--- config.mk ---
export PLATFORM = sky130hd
export DESIGN_NAME = pipelined_regfile_3stage
export DESIGN_NICKNAME = d
export VERILOG_FILES = /design/src/rtl/pipelined_regfile_3stage.sv
export SDC_FILE = /design/constraint.sdc
export NUM_CORES = 1
export LEC_CHECK = 0
export ABC_AREA = 1
export BUFFER_PORTS_ARGS = -buffer_cell sky130_fd_sc_hd__buf_2
export CORE_AREA = 2 2 124 126
export DETAILED_ROUTE_END_ITERATION = 8
export DIE_AREA = 0 0 126 128
export MAX_ROUTING_LAYER = met4
export SETUP_SLACK_MARGIN = 0.3
export SLEW_MARGIN = 20
export SYNTH_ARGS = -nofsm -noshare
export SYNTH_HDL_FRONTEND = slang
export SYNTH_MEMORY_MAX_BITS = 65536
export SYNTH_SLANG_ARGS = --single-unit
--- constraint.sdc ---
create_clock -name clk -period 1.1 [get_ports clk]
set_input_delay 0.055 -clock clk [delete_from_list [all_inputs] [get_ports clk]]
set_output_delay 0.055 -clock clk [all_outputs]
set_load 0.02 [all_outputs]
--- src/rtl/pipelined_regfile_3stage.sv ---
// 3-stage fetch/decode -> execute -> memory/writeback CPU core with 16x16 regfile and S3->S2 forwarding.
// Latency: result written 2 cycles after fetch; no backpressure, never stalls (taken BEQ/JR squash one slot).
module pipelined_regfile_3stage #(
    parameter int                   ISIZE  = 16,
    parameter logic [256*ISIZE-1:0] IMAGE0 = '0,
    parameter logic [256*ISIZE-1:0] IMAGE1 = '0
) (
    input  logic             clk,
    input  logic             rst,
    input  logic             fileid,
    output logic [ISIZE-1:0] PCOUT,
    output logic [ISIZE-1:0] PCIN,
    output logic [ISIZE-1:0] INST,
    output logic [ISIZE-1:0] rdata1,
    output logic [ISIZE-1:0] rdata2,
    output logic             regDst,
    output logic             jump,
    output logic [ISIZE-1:0] PC_ID_EXE,
    output logic [ISIZE-1:0] rdata1_ID_EXE,
    output logic [ISIZE-1:0] rdata2_ID_EXE,
    output logic [ISIZE-1:0] imm_ID_EXE,
    output logic [2:0]       aluop_ID_EXE,
    output logic             alusrc_ID_EXE,
    output logic             branch_ID_EXE,
    output logic             jr,
    output logic [3:0]       waddr_out_ID_EXE,
    output logic [ISIZE-1:0] rdata2_imm_ID_EXE,
    output logic [ISIZE-1:0] aluout,
    output logic             zero,
    output logic [ISIZE-1:0] aluout_EXE_DM,
    output logic [ISIZE-1:0] rdata2_EXE_DM,
    output logic [3:0]       waddr_out_EXE_DM,
    output logic             memWrite_EXE_DM,
    output logic             memRead_EXE_DM,
    output logic             memToReg_WB,
    output logic             wen_DM_WB,
    output logic             jal_out,
    output logic [ISIZE-1:0] readMem,
    output logic [ISIZE-1:0] aluout_DM,
    output logic [ISIZE-1:0] res,
    output logic [ISIZE-1:0] aluout_WB,
    output logic [3:0]       waddr_jal,
    output logic [ISIZE-1:0] aluout_jal
);
    localparam logic [ISIZE-1:0] ONE = ISIZE'(1);

    logic [ISIZE-1:0] r_regs [16];
    logic [ISIZE-1:0] r_dmem [256];
    logic [3:0]       r_raddr1_ID_EXE, r_raddr2_ID_EXE;
    logic             r_memWrite_ID_EXE, r_memRead_ID_EXE, r_memToReg_ID_EXE;
    logic             r_wen_ID_EXE, r_jal_ID_EXE;

    logic [3:0]       w_op, w_rd, w_rs, w_rt, w_raddr2, w_waddr;
    logic [2:0]       w_aluop;
    logic             w_alusrc, w_wen;
    logic [ISIZE-1:0] w_imm, w_fwd1, w_fwd2, w_alu, w_target;
    logic             w_redirect;

    // ---------------- S1: fetch, decode, register read ----------------
    assign INST = fileid ? IMAGE1[int'(PCOUT[7:0])*ISIZE +: ISIZE]
                         : IMAGE0[int'(PCOUT[7:0])*ISIZE +: ISIZE];
    assign w_op  = INST[15:12];
    assign w_rd  = INST[11:8];
    assign w_rs  = INST[7:4];
    assign w_rt  = INST[3:0];
    assign w_imm = {{(ISIZE-4){INST[3]}}, INST[3:0]};

    // Second read port takes rt for R-type ops, rd for BEQ compare and SW data.
    assign w_raddr2 = (w_op <= 4'd5) ? w_rt : w_rd;
    assign regDst   = (w_op <= 4'd7) || (w_op == 4'hB);
    assign jump     = (w_op == 4'hA) || (w_op == 4'hB);
    assign w_waddr  = (w_op == 4'hB) ? 4'd15 : (regDst ? w_rd : 4'd0);
    assign w_wen    = regDst && (w_waddr != 4'd0);
    assign w_alusrc = (w_op == 4'd6) || (w_op == 4'd7) || (w_op == 4'd8);
    assign w_aluop  = (w_op <= 4'd5) ? w_op[2:0] : ((w_op == 4'd9) ? 3'd1 : 3'd0);

    assign rdata1 = (w_rs == 4'd0) ? '0 :
                    (wen_DM_WB && waddr_jal == w_rs) ? res : r_regs[w_rs];
    assign rdata2 = (w_raddr2 == 4'd0) ? '0 :
                    (wen_DM_WB && waddr_jal == w_raddr2) ? res : r_regs[w_raddr2];

    // ---------------- S2: execute ----------------
    assign w_fwd1 = (wen_DM_WB && waddr_jal == r_raddr1_ID_EXE) ? res : rdata1_ID_EXE;
    assign w_fwd2 = (wen_DM_WB && waddr_jal == r_raddr2_ID_EXE) ? res : rdata2_ID_EXE;
    assign rdata2_imm_ID_EXE = alusrc_ID_EXE ? imm_ID_EXE : w_fwd2;

    always_comb begin
        w_alu = '0;
        case (aluop_ID_EXE)
            3'd0: w_alu = w_fwd1 + rdata2_imm_ID_EXE;
            3'd1: w_alu = w_fwd1 - rdata2_imm_ID_EXE;
            3'd2: w_alu = w_fwd1 & rdata2_imm_ID_EXE;
            3'd3: w_alu = w_fwd1 | rdata2_imm_ID_EXE;
            3'd4: w_alu = w_fwd1 ^ rdata2_imm_ID_EXE;
            3'd5: w_alu = {{(ISIZE-1){1'b0}}, ($signed(w_fwd1) < $signed(rdata2_imm_ID_EXE))};
            default: w_alu = '0;
        endcase
    end

    assign aluout     = r_jal_ID_EXE ? (PC_ID_EXE + ONE) : w_alu;
    assign zero       = (aluout == '0);
    assign w_redirect = (branch_ID_EXE && zero) || jr;
    assign w_target   = jr ? w_fwd1 : (PC_ID_EXE + ONE + imm_ID_EXE);
    assign PCIN       = w_redirect ? w_target :
                        jump       ? {PCOUT[ISIZE-1:12], INST[11:0]} : PCOUT + ONE;

    // ---------------- S3: data memory and writeback ----------------
    assign readMem    = r_dmem[aluout_EXE_DM[7:0]];
    assign aluout_DM  = aluout_EXE_DM;
    assign res        = memToReg_WB ? readMem : aluout_DM;
    assign aluout_WB  = res;
    assign waddr_jal  = waddr_out_EXE_DM;
    assign aluout_jal = res;

    always_ff @(posedge clk) begin
        if (!rst) PCOUT <= '0;
        else      PCOUT <= PCIN;
    end

    // A resolved S2 redirect turns the S1 instruction into a bubble.
    always_ff @(posedge clk) begin
        if (!rst || w_redirect) begin
            PC_ID_EXE         <= '0;
            rdata1_ID_EXE     <= '0;
            rdata2_ID_EXE     <= '0;
            imm_ID_EXE        <= '0;
            aluop_ID_EXE      <= '0;
            alusrc_ID_EXE     <= 1'b0;
            branch_ID_EXE     <= 1'b0;
            jr                <= 1'b0;
            waddr_out_ID_EXE  <= '0;
            r_raddr1_ID_EXE   <= '0;
            r_raddr2_ID_EXE   <= '0;
            r_memWrite_ID_EXE <= 1'b0;
            r_memRead_ID_EXE  <= 1'b0;
            r_memToReg_ID_EXE <= 1'b0;
            r_wen_ID_EXE      <= 1'b0;
            r_jal_ID_EXE      <= 1'b0;
        end else begin
            PC_ID_EXE         <= PCOUT;
            rdata1_ID_EXE     <= rdata1;
            rdata2_ID_EXE     <= rdata2;
            imm_ID_EXE        <= w_imm;
            aluop_ID_EXE      <= w_aluop;
            alusrc_ID_EXE     <= w_alusrc;
            branch_ID_EXE     <= (w_op == 4'd9);
            jr                <= (w_op == 4'hC);
            waddr_out_ID_EXE  <= w_waddr;
            r_raddr1_ID_EXE   <= w_rs;
            r_raddr2_ID_EXE   <= w_raddr2;
            r_memWrite_ID_EXE <= (w_op == 4'd8);
            r_memRead_ID_EXE  <= (w_op == 4'd7);
            r_memToReg_ID_EXE <= (w_op == 4'd7);
            r_wen_ID_EXE      <= w_wen;
            r_jal_ID_EXE      <= (w_op == 4'hB);
        end
    end

    always_ff @(posedge clk) begin
        if (!rst) begin
            aluout_EXE_DM    <= '0;
            rdata2_EXE_DM    <= '0;
            waddr_out_EXE_DM <= '0;
            memWrite_EXE_DM  <= 1'b0;
            memRead_EXE_DM   <= 1'b0;
            memToReg_WB      <= 1'b0;
            wen_DM_WB        <= 1'b0;
            jal_out          <= 1'b0;
        end else begin
            aluout_EXE_DM    <= aluout;
            rdata2_EXE_DM    <= w_fwd2;
            waddr_out_EXE_DM <= waddr_out_ID_EXE;
            memWrite_EXE_DM  <= r_memWrite_ID_EXE;
            memRead_EXE_DM   <= r_memRead_ID_EXE;
            memToReg_WB      <= r_memToReg_ID_EXE;
            wen_DM_WB        <= r_wen_ID_EXE;
            jal_out          <= r_jal_ID_EXE;
        end
    end

    always_ff @(posedge clk) begin
        if (!rst) begin
            for (int i = 0; i < 16; i++) r_regs[i] <= '0;
        end else if (wen_DM_WB) begin
            r_regs[waddr_jal] <= res;
        end
    end

    // Data memory keeps its contents across reset.
    always_ff @(posedge clk) begin
        if (rst && memWrite_EXE_DM) r_dmem[aluout_EXE_DM[7:0]] <= rdata2_EXE_DM;
    end
endmodule

==> key figures <==
STA
  • RSZ-0062 raised after global routing: yes
  • Final worst slack: -475.0 ps
  • Top achievable clock speed: 634.9 MHz
  • Pins Over Slew Limit: 0
  • Final Setup Violations: 26
  • Tmin final: 1575 ps
  • Clk_skew: 4.308 ps
  • Final Hold Fails: 0
  • Final period util: 1.432

Critical path
  • Critical-path cell list: ha_4 > nand2_4 > nor2_4 > nand3_2 > xor2_2 > inv_2 > buf_6
  • R2R Setup Slk: -320 ps
  • CP Capture Type: output port
  • Worst stage delay on the critical path: 350 ps
  • Worst r2r src: PCOUT[0]
  • Data required, critical path: 1040 ps
  • Worst Path Arrival: 1520 ps
  • Worst Setup Start Kind: flop
  • Critical path class: reg2out
  • CP max stage cell: dfxtp_4
  • Top delay family on crit path: simple AND/OR/NAND/NOR gates
  • CP bufs+invs: 2
  • Worst Setup SP: PCOUT[0]
  • CP max FO: 5

Clock network
  • Clock sink count: 32
  • CTS Hold Bufs: 0
  • Clk pin slew, worst setup/hold paths: 50 ps
  • CTS tree: yes
  • Clk_lat worst skew: 280 ps
  • Number of CTS-inserted buffers: 5
  • H-tree depth: 2
  • Max Root-Sink Buffers: 2
  • Root Driver: clkbuf_16

Placement
  • HPWL reported at the end of detailed placement: 4.126 mm
  • GP Congestion: 0.7228
  • PortBufs: 49
  • Inst Count DP: 702
  • Place WS: -235.0 ps

Global route
  • Total grt overflow: 0
  • First-pass GRT wire length: 6.568 mm
  • Largest net degree at the start of global routing: 21
  • Total GRT Usage: 0.05452
  • Vias in the first global route: 1,366
  • Initial antenna violation count: 0

Floorplan
  • Placement Rows: 45
  • Die area: 16,130 µm²
  • Initial core utilization: 0.2205
  • Die H: 128 µm
  • # IOs: 317
  • Die W: 126 µm
  • Core area: 14,860 µm²

Synth
  • Synth warnings: 0
  • Mapped cell area: 3278 µm²
  • Yosys cell types: 20
  • Synthesized instance count: 441
  • Register area share after synthesis: 0.1954
  • Avg Inst Size Synth: 7.433 µm²
  • Register bit count reported by yosys: 32

Hold path
  • Class of the worst hold path: in2reg
  • Hold wc startpoint: rst

Detailed routing
  • Met3 Wirelength: 666 µm
  • Max layer used: met4
  • Vias: 2,026
  • DRT met1 WL: 1.547 mm
  • DRC viols: 0
  • Wire per inst: 7.110 µm
  • Via/cell ratio: 2.810
  • Drt first pass iters: 4
  • Iter 0 DRT Violations: 47
  • Post-route ant nets: 0
  • Total wire length: 5.126 mm
  • Routed met2 length: 2.813 mm

Pwr
  • PwrDens: 925.8 nW/µm²
  • Leakage: 2.215 nW
  • Peak supply drop: 0.4955 mV

Finish
  • Commonest non-fill, non-tap cell in the layout: conb_1
  • Nets: 536
  • Post-Layout Cell Count: 721
  • Share of cells above drive strength 1: 0.3114
  • Fillers: 1,665
  • Commonest cells after routing, fill and taps aside: conb_1, buf_6, buf_4, inv_1, nand2_1
  • Ant diodes: 0
  • Synthesis-to-finish area growth: 15.76%

Status
  • Failing checks: negative setup slack
  • Outcome: finished with violations

Job
  • Maxcap violations: 0
## final timing paths
| path | end | cells after the start |
|---|---|---|
| worst max-delay path | PCIN[10] | 7 |
| worst min-delay path | PCOUT[1] | 4 |
| worst max register to register | PCOUT[10] | 8 |
| worst min register to register | PC_ID_EXE[15] | 2 |
## cell families (layout without fill, tap and decap cells)
| group | Yosys count | count (layout) | synth area share |
|---|---|---|---|
| and+or+nand+nor | 84 | 84 | 0.1118 |
| adders and majority gates | 1 | 1 | 0.003816 |
| buffers and inverters | 308 | 136 | 0.6573 |
| AOI/OAI and AO/OA | 9 | 9 | 0.01374 |
| other | 2 | 266 | 0.002291 |
| DFF | 32 | 32 | 0.1954 |
| xor gates and xnor gates | 5 | 5 | 0.01565 |
## worst min-delay path, delay by kind of cell
family                 cells  cell delay [ps]
and+or+nand+nor            1               70
buffers and inverters      3              340
## area by class of cell
type                            instances  area, µm²  area share
Inverter                               39      148.9     0.03924
Multi-Input combinational cell        365       1724      0.4543
Sequential cell                        32      693.2      0.1827
Clock buffer                            5      125.1     0.03297
Tap cell                              188      235.2     0.06198
Timing Repair Buffer                   89      854.6      0.2252
Clock inverter                          3      13.76    0.003627
## sequential cells by signal, summed over array words and instances (netlist names)
name	flops
PCOUT	16
PC_ID_EXE	16
## through the flow
| step | setup TNS [ps] | hold slack [ps] | power, mW | area (µm²) | utilization |
|---|---|---|---|---|---|
| after detailed placement | -3499 | 464.5 | 2.139 | 3153 | 0.2121 |
| after floorplan | -1432 | 205.3 | 2.808 | 4451 | - |
| after global routing | -8705 | 245.1 | 3.665 | 3795 | 0.2553 |
| after global placement | -3266 | 452.5 | 2.137 | 3153 | 0.2121 |
| after CTS | -6599 | 220.7 | 3.522 | 3666 | 0.2466 |
| final | -6892 | 207.0 | 3.513 | 3795 | 0.2553 |
## what timing repair did
item / in CTS / in global routing
pin swaps: 15 / 11
resized for setup: 100 / 31
setup buffers: 7 / 4
endpoints found under the setup margin: 50 / 62
## synthesized netlist by cell type, drive strengths merged
cell type,count,area [µm²]
nor2,18,80.08
o21ai,2,10.01
xor2,4,35.03
nor3,2,10.01
inv,39,146.4
a21oi,7,35.03
and2,3,18.77
ha,1,12.51
clkbuf,3,11.26
nand4,3,18.77
dfxtp,32,640.6
nand2,48,182.7
or2,1,6.260
buf,266,1997
nand3,9,50.05
xnor2,1,16.27
conb,2,7.510
## where the power goes
| group | total, mW | leakage, nW | switching [mW] | internal (mW) |
|---|---|---|---|---|
| clock network | 1.33 | 0.0710 | 0.513 | 0.821 |
| logic | 1.01 | 1.87 | 0.917 | 0.0937 |
| registers | 1.17 | 0.272 | 0.0140 | 1.16 |
## layer usage
metal / up-vias / GRT usage
li1: 964 / -
met1: 901 / 0.05182
met2: 155 / 0.09772
met3: 6 / 0.01586
met4: 0 / 0.03297
met5: - / -
No activity file was read; power rests on OpenSTA's default activity.
